**src/rtl/gate_unit_arbiter.sv**
```systemverilog
// gate_unit_arbiter
//   Shares one registered 2-input bitwise logic unit (AND/OR/XOR/NAND) among
//   NREQ requesters. Requesters are picked round-robin, and one operation is in
//   flight at a time. A three-state controller runs each operation:
//     IDLE -> EVAL: pick the winner.
//     EVAL -> RESP: grant is shown and the winner's operands are evaluated.
//     RESP -> IDLE: done pulses and the pointer moves past the winner.
//
// Ports
//   clk        rising-edge clock
//   rst_n      asynchronous active-low reset
//   req        per-requester request level (bit i = requester i)
//   a_bus      operand A, slice i = [i*WIDTH +: WIDTH]
//   b_bus      operand B, same slicing
//   op_bus     opcode, slice i = [i*2 +: 2]: 00 AND, 01 OR, 10 XOR, 11 NAND
//   gnt        one-hot grant, high for the whole EVAL state
//   done       one-hot single-cycle completion pulse (RESP state)
//   result     registered result, valid while done is nonzero
//   busy       state != IDLE
//   grant_cnt  completed-operation count
//
// Configuration macro
//   GATE_ARB_GRANT_CNT_EN: when defined, builds a 16-bit wrapping counter of
//   completed operations. When undefined, grant_cnt is tied to zero.

module gate_unit_arbiter #(
  parameter int NREQ  = 4,
  parameter int WIDTH = 8,
  parameter int PTR_W = 2
) (
  input  logic                  clk,
  input  logic                  rst_n,
  input  logic [NREQ-1:0]       req,
  input  logic [NREQ*WIDTH-1:0] a_bus,
  input  logic [NREQ*WIDTH-1:0] b_bus,
  input  logic [NREQ*2-1:0]     op_bus,
  output logic [NREQ-1:0]       gnt,
  output logic [NREQ-1:0]       done,
  output logic [WIDTH-1:0]      result,
  output logic                  busy,
  output logic [15:0]           grant_cnt
);

  typedef enum logic [1:0] {
    S_IDLE = 2'd0,
    S_EVAL = 2'd1,
    S_RESP = 2'd2
  } state_e;

  state_e             state_q, state_d;
  logic [PTR_W-1:0]   ptr_q, ptr_d;
  logic [PTR_W-1:0]   win_q, win_d;
  logic [WIDTH-1:0]   result_q, result_d;

  // Round-robin pick. Scan upward from the pointer and wrap past NREQ-1.
  // The first requester found wins.
  logic [PTR_W-1:0]   pick;
  logic               found;
  int                 idx;

  always_comb begin
    pick  = ptr_q;
    found = 1'b0;
    idx   = 0;
    for (int k = 0; k < NREQ; k++) begin
      idx = int'(ptr_q) + k;
      if (idx >= NREQ) idx = idx - NREQ;
      if (!found && req[idx]) begin
        found = 1'b1;
        pick  = PTR_W'(idx);
      end
    end
  end

  // Operand mux for the latched winner.
  logic [WIDTH-1:0] a_sel, b_sel;
  logic [1:0]       op_sel;
  logic [WIDTH-1:0] gate_out;

  assign a_sel  = a_bus[win_q*WIDTH +: WIDTH];
  assign b_sel  = b_bus[win_q*WIDTH +: WIDTH];
  assign op_sel = op_bus[win_q*2 +: 2];

  always_comb begin
    case (op_sel)
      2'b00:   gate_out = a_sel & b_sel;
      2'b01:   gate_out = a_sel | b_sel;
      2'b10:   gate_out = a_sel ^ b_sel;
      default: gate_out = ~(a_sel & b_sel);
    endcase
  end

  // Next-state logic.
  always_comb begin
    state_d  = state_q;
    ptr_d    = ptr_q;
    win_d    = win_q;
    result_d = result_q;
    case (state_q)
      S_IDLE: begin
        if (|req) begin
          win_d   = pick;
          state_d = S_EVAL;
        end
      end
      S_EVAL: begin
        // Operands are sampled only on this edge. Later changes to the
        // requester's buses cannot disturb the result being returned.
        result_d = gate_out;
        state_d  = S_RESP;
      end
      S_RESP: begin
        // Move past the winner so it queues behind everyone else.
        ptr_d   = (win_q == PTR_W'(NREQ-1)) ? '0 : win_q + 1'b1;
        state_d = S_IDLE;
      end
      default: state_d = S_IDLE;
    endcase
  end

  always_ff @(posedge clk or negedge rst_n) begin
    if (!rst_n) begin
      state_q  <= S_IDLE;
      ptr_q    <= '0;
      win_q    <= '0;
      result_q <= '0;
    end else begin
      state_q  <= state_d;
      ptr_q    <= ptr_d;
      win_q    <= win_d;
      result_q <= result_d;
    end
  end

  logic [NREQ-1:0] win_onehot;
  assign win_onehot = NREQ'(1) << win_q;

  assign gnt    = (state_q == S_EVAL) ? win_onehot : '0;
  assign done   = (state_q == S_RESP) ? win_onehot : '0;
  assign busy   = (state_q != S_IDLE);
  assign result = result_q;

`ifdef GATE_ARB_GRANT_CNT_EN
  logic [15:0] grant_cnt_q;

  // Count one per RESP cycle, which is one per completed operation.
  // The counter wraps naturally at 16 bits.
  always_ff @(posedge clk or negedge rst_n) begin
    if (!rst_n)                grant_cnt_q <= 16'h0000;
    else if (state_q == S_RESP) grant_cnt_q <= grant_cnt_q + 16'd1;
  end

  assign grant_cnt = grant_cnt_q;
`else
  assign grant_cnt = 16'h0000;
`endif

endmodule

```
**config.mk**
```make
export PLATFORM = sky130hd
export DESIGN_NAME = gate_unit_arbiter
export DESIGN_NICKNAME = d
export VERILOG_FILES = /design/src/rtl/gate_unit_arbiter.sv
export SDC_FILE = /design/constraint.sdc
export NUM_CORES = 1
export LEC_CHECK = 0
export BUFFER_PORTS_ARGS = -buffer_cell sky130_fd_sc_hd__buf_2
export CORE_ASPECT_RATIO = 1.2
export CORE_MARGIN = 4
export CORE_UTILIZATION = 45
export DETAILED_ROUTE_END_ITERATION = 6
export PLACE_DENSITY_LB_ADDON = 0.08
export SYNTH_ARGS = -nofsm -noshare
export SYNTH_HDL_FRONTEND = slang
export SYNTH_SLANG_ARGS = --single-unit
export TNS_END_PERCENT = 50
```
**constraint.sdc**
```tcl
create_clock -name clk -period 3 [get_ports clk]
set_input_delay 0.15 -clock clk [delete_from_list [all_inputs] [get_ports clk]]
set_output_delay 0.15 -clock clk [all_outputs]
set_load 0.01 [all_outputs]
```
==> run summary, run 1 <==
worst-path cell chain = buf_12 > mux4_2 > ha_1 > or2_2 > a21oi_1 > o31ai_1
status = finished, final reports clean
Fillers = 375
Setup crit end kind = flop
R2R cell count = 6
first-pass GRT wire length = 6.89 mm
drt wl/cell = 12.6 microns
Clock Latency Late Sink = 250 ps
leakage power = 1.25 nW
Setup-failing EPs final = 0
DR iter-0 viols = 45
Finished Core Util = 59.5%
share of cells above drive strength 1 = 44.8%
#FFs+latches synth = 14
Final Cell Area = 2380 sq um
RePlAce Congestion = 0.738
cts hold-fix bufs = 1
antenna cells = 0
leading cell type in the layout, fill and taps excluded = buf_2
Crit Path Category = flop to flop
postcts setup bufs = 0
non-filler cells, final = 342
clk buf depth = 2
worst-path maximum fanout = 21
Die Wd = 67.1 microns
Resize count post-CTS = 0
Synth top area share = 21.5%
PortBufs = 94
core area = 4000 sq um
clock tree root buffer cell = clkbuf_8
Die H = 78.9 microns
Initial Util = 47.0%
Crit path arrival time = 2270 ps
dpl cell area = 2320 sq um
nets@finish = 387
drc violations = 0
H-tree levels = 1
Syn. warnings = 0
drt first pass iters = 4
Area Overhead vs Synth = 26.5%
Slowest-stage cell, CP = mux4_2
commonest cells after routing, fill and taps aside = 94 x buf_2, 22 x inv_1, 20 x ha_1
Core Rows = 25
nature of the critical path startpoint = flop
post-synth cell types = 27
number of global-route vias before repair = 1582
CTS tree = yes
overall routed net length = 4.31 mm
unrepaired setup endpoints after global routing = no
Pwr Density = 867 nW/um^2
sequential area share after synthesis = 18.6%
initial antenna violation count = 0
Syn Inst Count = 198
Yosys top cell by area = mux4_2
HP Class = primary input to flop
VDD IR max = 0.000477 V
Sink Count = 14
placed insts = 337
WHS Path Cells = 3
period utilisation layout = 72.1%
fmax = 463 MHz
Slew Limit Fails = 0
IO Count = 111
Fin. Hold Viols = 0
largest net degree at the start of global routing = 25
Cell Area, Synth = 1880 sq um
syn avg cell area = 9.51 sq um
Slowest Stage Delay on Critical Path = 530 ps
min cycle time layout = 2160 ps
GRT Resource Usage Total = 16.3%
Worst EP required = 3110 ps
top cells by area, synth = mux4_2 22%, dfrtp_1 19%, ha_1 13%, buf_4 6.8%, o31ai_1 4.8%
slew margin rel. = 59.0%
overflow left after global routing = 0
clock transition at the registers of the reported paths = 60 ps
Worst Skew = 6.22 ps
Final TNS setup = 0 ps
Least-Margin Pin Slew = 615 ps
total number of vias = 1698
Routed Antenna Nets = 0
area of the die = 5290 sq um
CTS buffer count = 3
Vias/cell = 4.96
post-DP HPWL = 3.59 mm
max_cap viols = 0
==> sequential cells by signal, summed over array words and instances, names as in the netlist <==
register  count
state_q       2
result        8
ptr_q         2
win_q         2
==> Yosys cell counts, drive strengths merged <==
library cell / instances
a211oi: 2
a21o: 1
a21oi: 9
a22o: 3
a31oi: 4
and2: 8
buf: 24
clkbuf: 2
conb: 1
dfrtp: 14
ha: 20
inv: 22
mux4: 18
nand2: 17
nand2b: 7
nor2: 5
nor2b: 9
o211ai: 6
o21ai: 5
o221ai: 1
o31ai: 12
o32ai: 1
or2: 7
==> critical path: cells and delay by family, from the launching register on <==
family / cells / cell delay [ps]
adders and majority gates: 1 / 260
muxes: 1 / 530
buffers and inverters: 1 / 230
DFF: 1 / 460
AOI/OAI and AO/OA: 2 / 220
and+or+nand+nor: 1 / 300
==> kinds of logic after synthesis <==
logic type | after synthesis | synth area share [%]
adder cells (fa/ha/maj) | 20 | 13.3
buffers and inverters | 48 | 14.4
multiplexers | 18 | 21.5
AND/OR/NAND/NOR | 53 | 14.7
flip-flops | 14 | 18.6
AO/OA/AOI/OAI | 44 | 17.3
other | 1 | 0.199
==> area by class of cell <==
cell class                      instances  area [sq um]  share of cell area [%]
Multi-Input combinational cell        151          1320                    55.4
Clock buffer                            4          55.1                    2.31
Timing Repair Buffer                   97           508                    21.3
Inverter                               22          82.6                    3.47
Tap cell                               54          67.6                    2.84
Sequential cell                        14           350                    14.7
==> power by group <==
| part | internal, mW | switching, mW | total (mW) |
|---|---|---|---|
| clock | 0.116 | 0.0689 | 0.185 |
| combinational | 0.730 | 0.784 | 1.51 |
| sequential | 0.287 | 0.0784 | 0.366 |
| total | 1.13 | 0.931 | 2.07 |
==> through the flow <==
stage                     power [mW]  hold slack (ps)  worst slack [ps]
after floorplan                 1.60             -146               648
after global placement          1.89             68.5               884
after detailed placement        1.91             71.4               828
after CTS                       2.10              297               817
after global routing            2.31              368               672
final                           2.07              298               838
==> layer usage <==
metal  global-route usage (%)  vias up  share of wire, %
li1                         -      852                 -
met1                     20.7      800                39
met2                     28.4       41                54
met3                     3.82        5               6.2
met4                     2.43        0              0.42
met5                        0        -                 0
==> path summary, 6_finish.rpt <==
check / to / start / slack (ps)
setup reg to reg: result[3] / win_q[0] / 840
setup / recovery: result[3] / win_q[0] / 840
max in group asynchronous: ptr_q[1] / rst_n / 2410
hold reg to reg: result[3] / result[3] / 470
hold / removal: win_q[1] / req[3] / 300
min in group asynchronous: result[7] / rst_n / 340
Power figures use the tool's default switching activity.
==> inputs of run 2 (changes only) <==
- ABC_AREA: unset -> 1
- CORE_UTILIZATION: 45 -> 42
- clock period: 3 -> 1.77 ns (I/O delays scaled with it)
==> run 2 against run 1 <==
Net effect: the flow now finishes with violations (setup timing); cell area up 30%; total power rose to 2.8 times the previous value; sequential power rose by 78%; synthesized area up 10%; critical path type unchanged; highest routed layer unchanged.
==> run summary, run 2 <==
Flop pwr share = 11.2% (was 17.7%)
Sink Count = 14 (unchanged)
Pwr Total = 5.81 mW (was 2.07 mW)
drt wl/cell = 12.3 microns (was 12.6 microns)
Largest register FFs = 8 (unchanged)
IO Count = 111 (unchanged)
Area Overhead vs Synth = 49.1% (was 26.5%)
Worst Skew = 4.93 ps (was 6.22 ps)
leading cell type in the layout, fill and taps excluded = nand2_1 (was buf_2)
drc violations = 0 (unchanged)
cell mode on critical path = nand2_1
Die Wd = 72.1 microns (was 67.1 microns)
WP buf/inv = 3 (was 1)
Fin. Hold Viols = 0 (unchanged)
asr flop ratio synth = 100% (unchanged)
VDD IR max = 0.000862 V (was 0.000477 V)
commonest cells after routing, fill and taps aside = 118 x nand2_1, 94 x buf_2, 30 x inv_1 (was 94 x buf_2, 22 x inv_1, 20 x ha_1)
antenna cells = 0 (unchanged)
Worst EP required = 1900 ps (was 3110 ps)
Crit Path Category = flop to flop (unchanged)
top cells by area, synth = nand2_1 23%, dfrtp_1 17%, ha_1 12%, nand3_1 7.0%, a32oi_1 6.8% (was mux4_2 22%, dfrtp_1 19%, ha_1 13%, buf_4 6.8%, o31ai_1 4.8%)
GRT Resource Usage Total = 18.3% (was 16.3%)
final worst slack = -35.1 ps (was 838 ps)
Setup-failing EPs final = 3 (was 0)
clk buf depth = 2 (unchanged)
Slowest-stage cell, CP = dfrtp_2 (was mux4_2)
worst-path maximum fanout = 8 (was 21)
switching power share of the total = 51.0% (was 45.1%)
clock tree root buffer cell = clkbuf_8 (unchanged)
Syn Inst Count = 337 (was 198)
CTS tree = yes (unchanged)
Syn. warnings = 0 (unchanged)
Slowest Stage Delay on Critical Path = 470 ps (was 530 ps)
Synth top cells by count = 126 x nand2_1, 34 x inv_1, 29 x nand3_1 (was 22 x inv_1, 20 x ha_1, 18 x mux4_2)
Clock Latency Late Sink = 240 ps (was 250 ps)
first-pass GRT wire length = 9.48 mm (was 6.89 mm)
share of cells above drive strength 1 = 40.7% (was 44.8%)
Vias/cell = 4.93 (was 4.96)
logic gate share of total power = 84.4% (was 73.3%)
P_sw = 2.96 mW (was 0.931 mW)
clock transition at the registers of the reported paths = 60 ps (about the same)
Die H = 84.9 microns (was 78.9 microns)
largest net degree at the start of global routing = 35 (was 25)
total number of vias = 2506 (was 1698)
syn avg cell area = 6.14 sq um (was 9.51 sq um)
H-tree levels = 1 (unchanged)
RePlAce Congestion = 0.780 (was 0.738)
worst-path cell chain = clkinv_4 > clkbuf_16 > nand2_2 > a32oi_2 > inv_1 > ha_4 > o21ai_2 > o211ai_1 > nand2_1 > nand2_1 (was buf_12 > mux4_2 > ha_1 > or2_2 > a21oi_1 > o31ai_1)
Internal = 2.85 mW (was 1.13 mW)
post-synth cell types = 26 (was 27)
core area = 4700 sq um (was 4000 sq um)
overall routed net length = 6.27 mm (was 4.31 mm)
top-count cell post-synth = nand2_1 (was inv_1)
nets@finish = 550 (was 387)
Routed Antenna Nets = 0 (unchanged)
fmax = 554 MHz (was 463 MHz)
number of global-route vias before repair = 2203 (was 1582)
DR iter-0 viols = 156 (was 45)
sequential area share after synthesis = 16.9% (was 18.6%)
ys flop type = dfrtp_1 (unchanged)
status = complete, but fails checks (was finished, final reports clean)
Slew Limit Fails = 0 (unchanged)
max_cap viols = 0 (unchanged)
Clock Power Share = 4.4% (was 9.0%)
Core Rows = 27 (was 25)
failing checks = setup timing
CP delay by family, top = flip-flops (was multiplexers)
min cycle time layout = 1810 ps (was 2160 ps)
Crit path arrival time = 1930 ps (was 2270 ps)
Initial Util = 44.1% (was 47.0%)
CTS buffer count = 3 (unchanged)
HP Class = primary input to flop (unchanged)
unrepaired setup endpoints after global routing = yes (was no)
Setup crit end kind = flop (unchanged)
Yosys top cell by area = nand2_1 (was mux4_2)
EDFF count, synth = 0 (unchanged)
Pwr Density = 1880 nW/um^2 (was 867 nW/um^2)
PortBufs = 94 (unchanged)
Post-Place Worst Slack = -125 ps (was 828 ps)
initial antenna violation count = 0 (unchanged)
Cell Area, Synth = 2070 sq um (was 1880 sq um)
drt first pass iters = 4 (unchanged)
area of the die = 6120 sq um (was 5290 sq um)
#FFs+latches synth = 14 (unchanged)
nature of the critical path startpoint = flop (unchanged)
leakage power = 1.70 nW (was 1.25 nW)
post-DP HPWL = 4.64 mm (was 3.59 mm)
period utilisation layout = 102% (was 72.1%)
Synth top area share = 22.8% (was 21.5%)
overflow left after global routing = 0 (unchanged)
-- run 2: per-layer routing --
layer	vias to the layer above	GRT usage, %	part of all wire (%)
met1	1091	24.5	42
met3	8	2.49	7.6
li1	1293	-	-
met4	0	4.62	1.2
met2	114	30.7	49
met5	-	0	0
-- run 2: logic make-up after synthesis --
| kind of cell | count (synthesis) | synth area share, % |
|---|---|---|
| other cells | 1 | 0.181 |
| compound gates | 51 | 16.3 |
| buf+inv | 72 | 17.5 |
| simple gates | 179 | 37.0 |
| fa+ha+maj | 20 | 12.1 |
| flops | 14 | 16.9 |
-- run 2: final timing paths --
path / startpoint / to / slack (ps) / cells past startpoint
worst max-delay path: win_q[0] / result[4] / -40 / 10
worst min-delay path: req[2] / win_q[1] / 260 / 4
worst max register to register: win_q[0] / result[4] / -40 / 10
worst min register to register: result[2] / result[2] / 480 / 2
max in group asynchronous: rst_n / win_q[0] / 1230 / 2
min in group asynchronous: rst_n / ptr_q[1] / 280 / 2
-- run 2: layout make-up --
class | instances | area, sq um
timing repair buffer | 127 | 841
sequential | 14 | 353
fill | 425 | 1610
clock buffer | 3 | 41.3
multi-input combinational | 266 | 1620
inverter | 40 | 163
tap | 58 | 72.6
-- run 2: stage by stage --
stage | area, sq um | setup TNS, ps | hold WS, ps | std cells | util [%]
after floorplan | 2150 | -270 | -207 | 352 | -
after global placement | 2670 | -301 | 11.4 | 495 | 56.9
after detailed placement | 2670 | -378 | 2.94 | 495 | 56.9
after CTS | 2810 | -12.7 | 249 | 501 | 59.8
after global routing | 3090 | -996 | 307 | 508 | 65.7
final | 3090 | -84.1 | 257 | 508 | 65.7
-- run 2: worst register-to-register path: cells and delay by family (launching register included) --
family	cells	cell delay, ps
AND/OR/NAND/NOR	3	170
flip-flops	1	470
AO/OA/AOI/OAI	3	440
buffers and inverters	3	390
adder cells (fa/ha/maj)	1	220
-- run 2: repair_timing --
action / 4_1_cts / 5_1_grt
hold endpoints to repair: 14 / 0
setup endpoints to repair: 7 / 14
pin swaps: 2 / 14
cloned: 0 / 4
setup buffers: 2 / 3
gates resized for setup: 8 / 33
hold buffers: 1 / 0
-- run 2: power groups by stage --
stage	combinational (mW)	clock (mW)	sequential, mW
floorplan	2.82	0	0.631
global placement	3.91	0	0.628
detailed placement	3.96	0	0.632
CTS	4.15	0.258	0.634
global route	5.53	0.277	0.681
finish	4.90	0.255	0.653
==> inputs of run 3 (changes only) <==
- ABC_AREA: 1 -> unset
- CORE_ASPECT_RATIO: 1.2 -> unset
- CORE_UTILIZATION: 42 -> 40
==> run 3 against run 2 <==
Net effect: the run still ends with setup timing left; sequential share of layout area grew 2.0 points; global-route usage shrank 3.1 points; sequential cell count is the same; worst hold slack gained 11 ps; count of clock-buffer cells in the layout grew 1; wire length shrank 31%; cell count shrank 31%; critical endpoint is now result[6].
==> run summary, run 3 (synthesized netlist as in run 1, its figures left out) <==
non-filler cells, final = 350 (was 508)
initial antenna violation count = 0 (unchanged)
GRT Resource Usage Total = 15.2% (was 18.3%)
worst-path maximum fanout = 12 (was 8)
Fin. Hold Viols = 0 (unchanged)
Area Overhead vs Synth = 38.9% (was 49.1%)
CTS buffer count = 3 (unchanged)
Hold WS = 268 ps (was 257 ps)
unrepaired setup endpoints after global routing = yes (unchanged)
nets@finish = 397 (was 550)
clock tree root buffer cell = clkbuf_8 (unchanged)
Initial Util = 42.4% (was 44.1%)
PortBufs = 94 (unchanged)
commonest cells after routing, fill and taps aside = 94 x buf_2, 19 x inv_1, 18 x mux4_2 (was 118 x nand2_1, 94 x buf_2, 30 x inv_1)
HP Class = primary input to asynchronous set/reset pin (was primary input to flop)
Slew Limit Fails = 0 (unchanged)
total number of vias = 1723 (was 2506)
status = complete, but fails checks (unchanged)
Worst Skew = 0.762 ps (was 4.93 ps)
leakage power = 1.30 nW (was 1.70 nW)
area of the die = 5870 sq um (was 6120 sq um)
min cycle time layout = 1930 ps (was 1810 ps)
VDD IR max = 0.000642 V (was 0.000862 V)
first-pass GRT wire length = 7.43 mm (was 9.48 mm)
number of global-route vias before repair = 1742 (was 2203)
Largest register FFs = 8 (unchanged)
Core Rows = 24 (was 27)
final worst slack = -160 ps (was -35.1 ps)
failing checks = setup timing (unchanged)
IO Count = 111 (unchanged)
dpl cell area = 2480 sq um (was 2670 sq um)
Die H = 76.6 microns (was 84.9 microns)
placed insts = 344 (was 495)
FF-to-FF setup slack = -160 ps (was -40 ps)
Pwr Density = 1570 nW/um^2 (was 1880 nW/um^2)
leading cell type in the layout, fill and taps excluded = buf_2 (was nand2_1)
max_cap viols = 0 (unchanged)
post-DP HPWL = 3.64 mm (was 4.64 mm)
Setup crit end kind = flop (unchanged)
drc violations = 0 (unchanged)
drt wl/cell = 12.4 microns (was 12.3 microns)
period utilisation layout = 109% (was 102%)
Final Cell Area = 2620 sq um (was 3090 sq um)
Crit Path Category = flop to flop (unchanged)
core area = 4440 sq um (was 4700 sq um)
H-tree levels = 1 (unchanged)
CTS tree = yes (unchanged)
Routed Antenna Nets = 0 (unchanged)
Vias/cell = 4.92 (was 4.93)
clk buf depth = 2 (unchanged)
nature of the critical path startpoint = flop (unchanged)
Clock Latency Late Sink = 240 ps (about the same)
RePlAce Congestion = 0.787 (was 0.780)
Sink Count = 14 (unchanged)
Die Wd = 76.6 microns (was 72.1 microns)
Setup-failing EPs final = 8 (was 3)
antenna cells = 0 (unchanged)
fmax = 518 MHz (was 554 MHz)
Worst EP required = 1900 ps (about the same)
DR iter-0 viols = 47 (was 156)
drt first pass iters = 3 (was 4)
Crit path arrival time = 2060 ps (was 1930 ps)
largest net degree at the start of global routing = 19 (was 35)
overflow left after global routing = 0 (unchanged)
overall routed net length = 4.34 mm (was 6.27 mm)
clock transition at the registers of the reported paths = 60 ps (about the same)
share of cells above drive strength 1 = 53.0% (was 40.7%)
==> run 3: changes by cell type in the layout (fill, tap and decap cells not counted), moves of 7 or more <==
cell / previous run / this run
nand2_1: 118 / 17
nand3_1: 29 / 0
mux4_2: 0 / 18
buf_4: 24 / 7
a32oi_2: 15 / 0
a21oi_1: 16 / 4
o31ai_1: 0 / 12
inv_1: 30 / 19
nand2_2: 10 / 0
nor2b_1: 0 / 9
and2_1: 0 / 8
nand2b_1: 0 / 7
nor2_1: 12 / 5
==> run 3: area by class of cell <==
class | count | area (sq um)
fill | 426 | 1830
multi-input combinational | 151 | 1450
timing repair buffer | 107 | 616
sequential | 14 | 352
inverter | 22 | 82.6
tap | 52 | 65.1
clock buffer | 4 | 55.1
==> run 3: path summary, 6_finish.rpt <==
check,start,cells after the start,end
max,win_q[0],7,result[6]
min reg2reg,result[0],2,result[0]
min,rst_n,2,ptr_q[1]
max in group asynchronous,rst_n,2,win_q[0]
max reg2reg,win_q[0],7,result[6]
min in group clk,req[3],3,win_q[1]
==> run 3: repair_timing <==
action / CTS / global route
hold buffers: 1 / 0
setup buffers: 1 / 0
endpoints found under the setup margin: 8 / 8
pin swaps: 3 / 0
resized for setup: 12 / 2
endpoints found under the hold margin: 14 / 0
==> run 3: critical path, stage by stage (launching register included) <==
cell      delay, ps
dfrtp_2         390
buf_12          160
mux4_2          520
inv_1           110
ha_4            210
a211oi_2        180
a31oi_1          70
a22o_1          180
==> run 3: per-layer routing <==
layer	GRT usage [%]	share of wire, %
met1	18.0	42
met5	0	0
met3	2.60	8.5
met2	28.3	49
met4	3.80	0.97
==> run 3: metrics by stage <==
stage | total power, mW | setup WS (ps) | setup TNS (ps) | utilization (%)
6_report | 4.12 | -160 | -931 | 58.8
5_1_grt | 4.57 | -250 | -1850 | 58.8
4_1_cts | 4.14 | -154 | -1060 | 58.8
3_5_place_dp | 3.64 | -186 | -1310 | 55.7
3_3_place_gp | 3.59 | -176 | -1160 | 55.7
2_1_floorplan | 2.92 | -215 | -1470 | -
==> run 3: power breakdown <==
group | switching (mW) | internal [mW]
Combinational | 1.59 | 1.63
Clock | 0.113 | 0.197
Sequential | 0.102 | 0.489
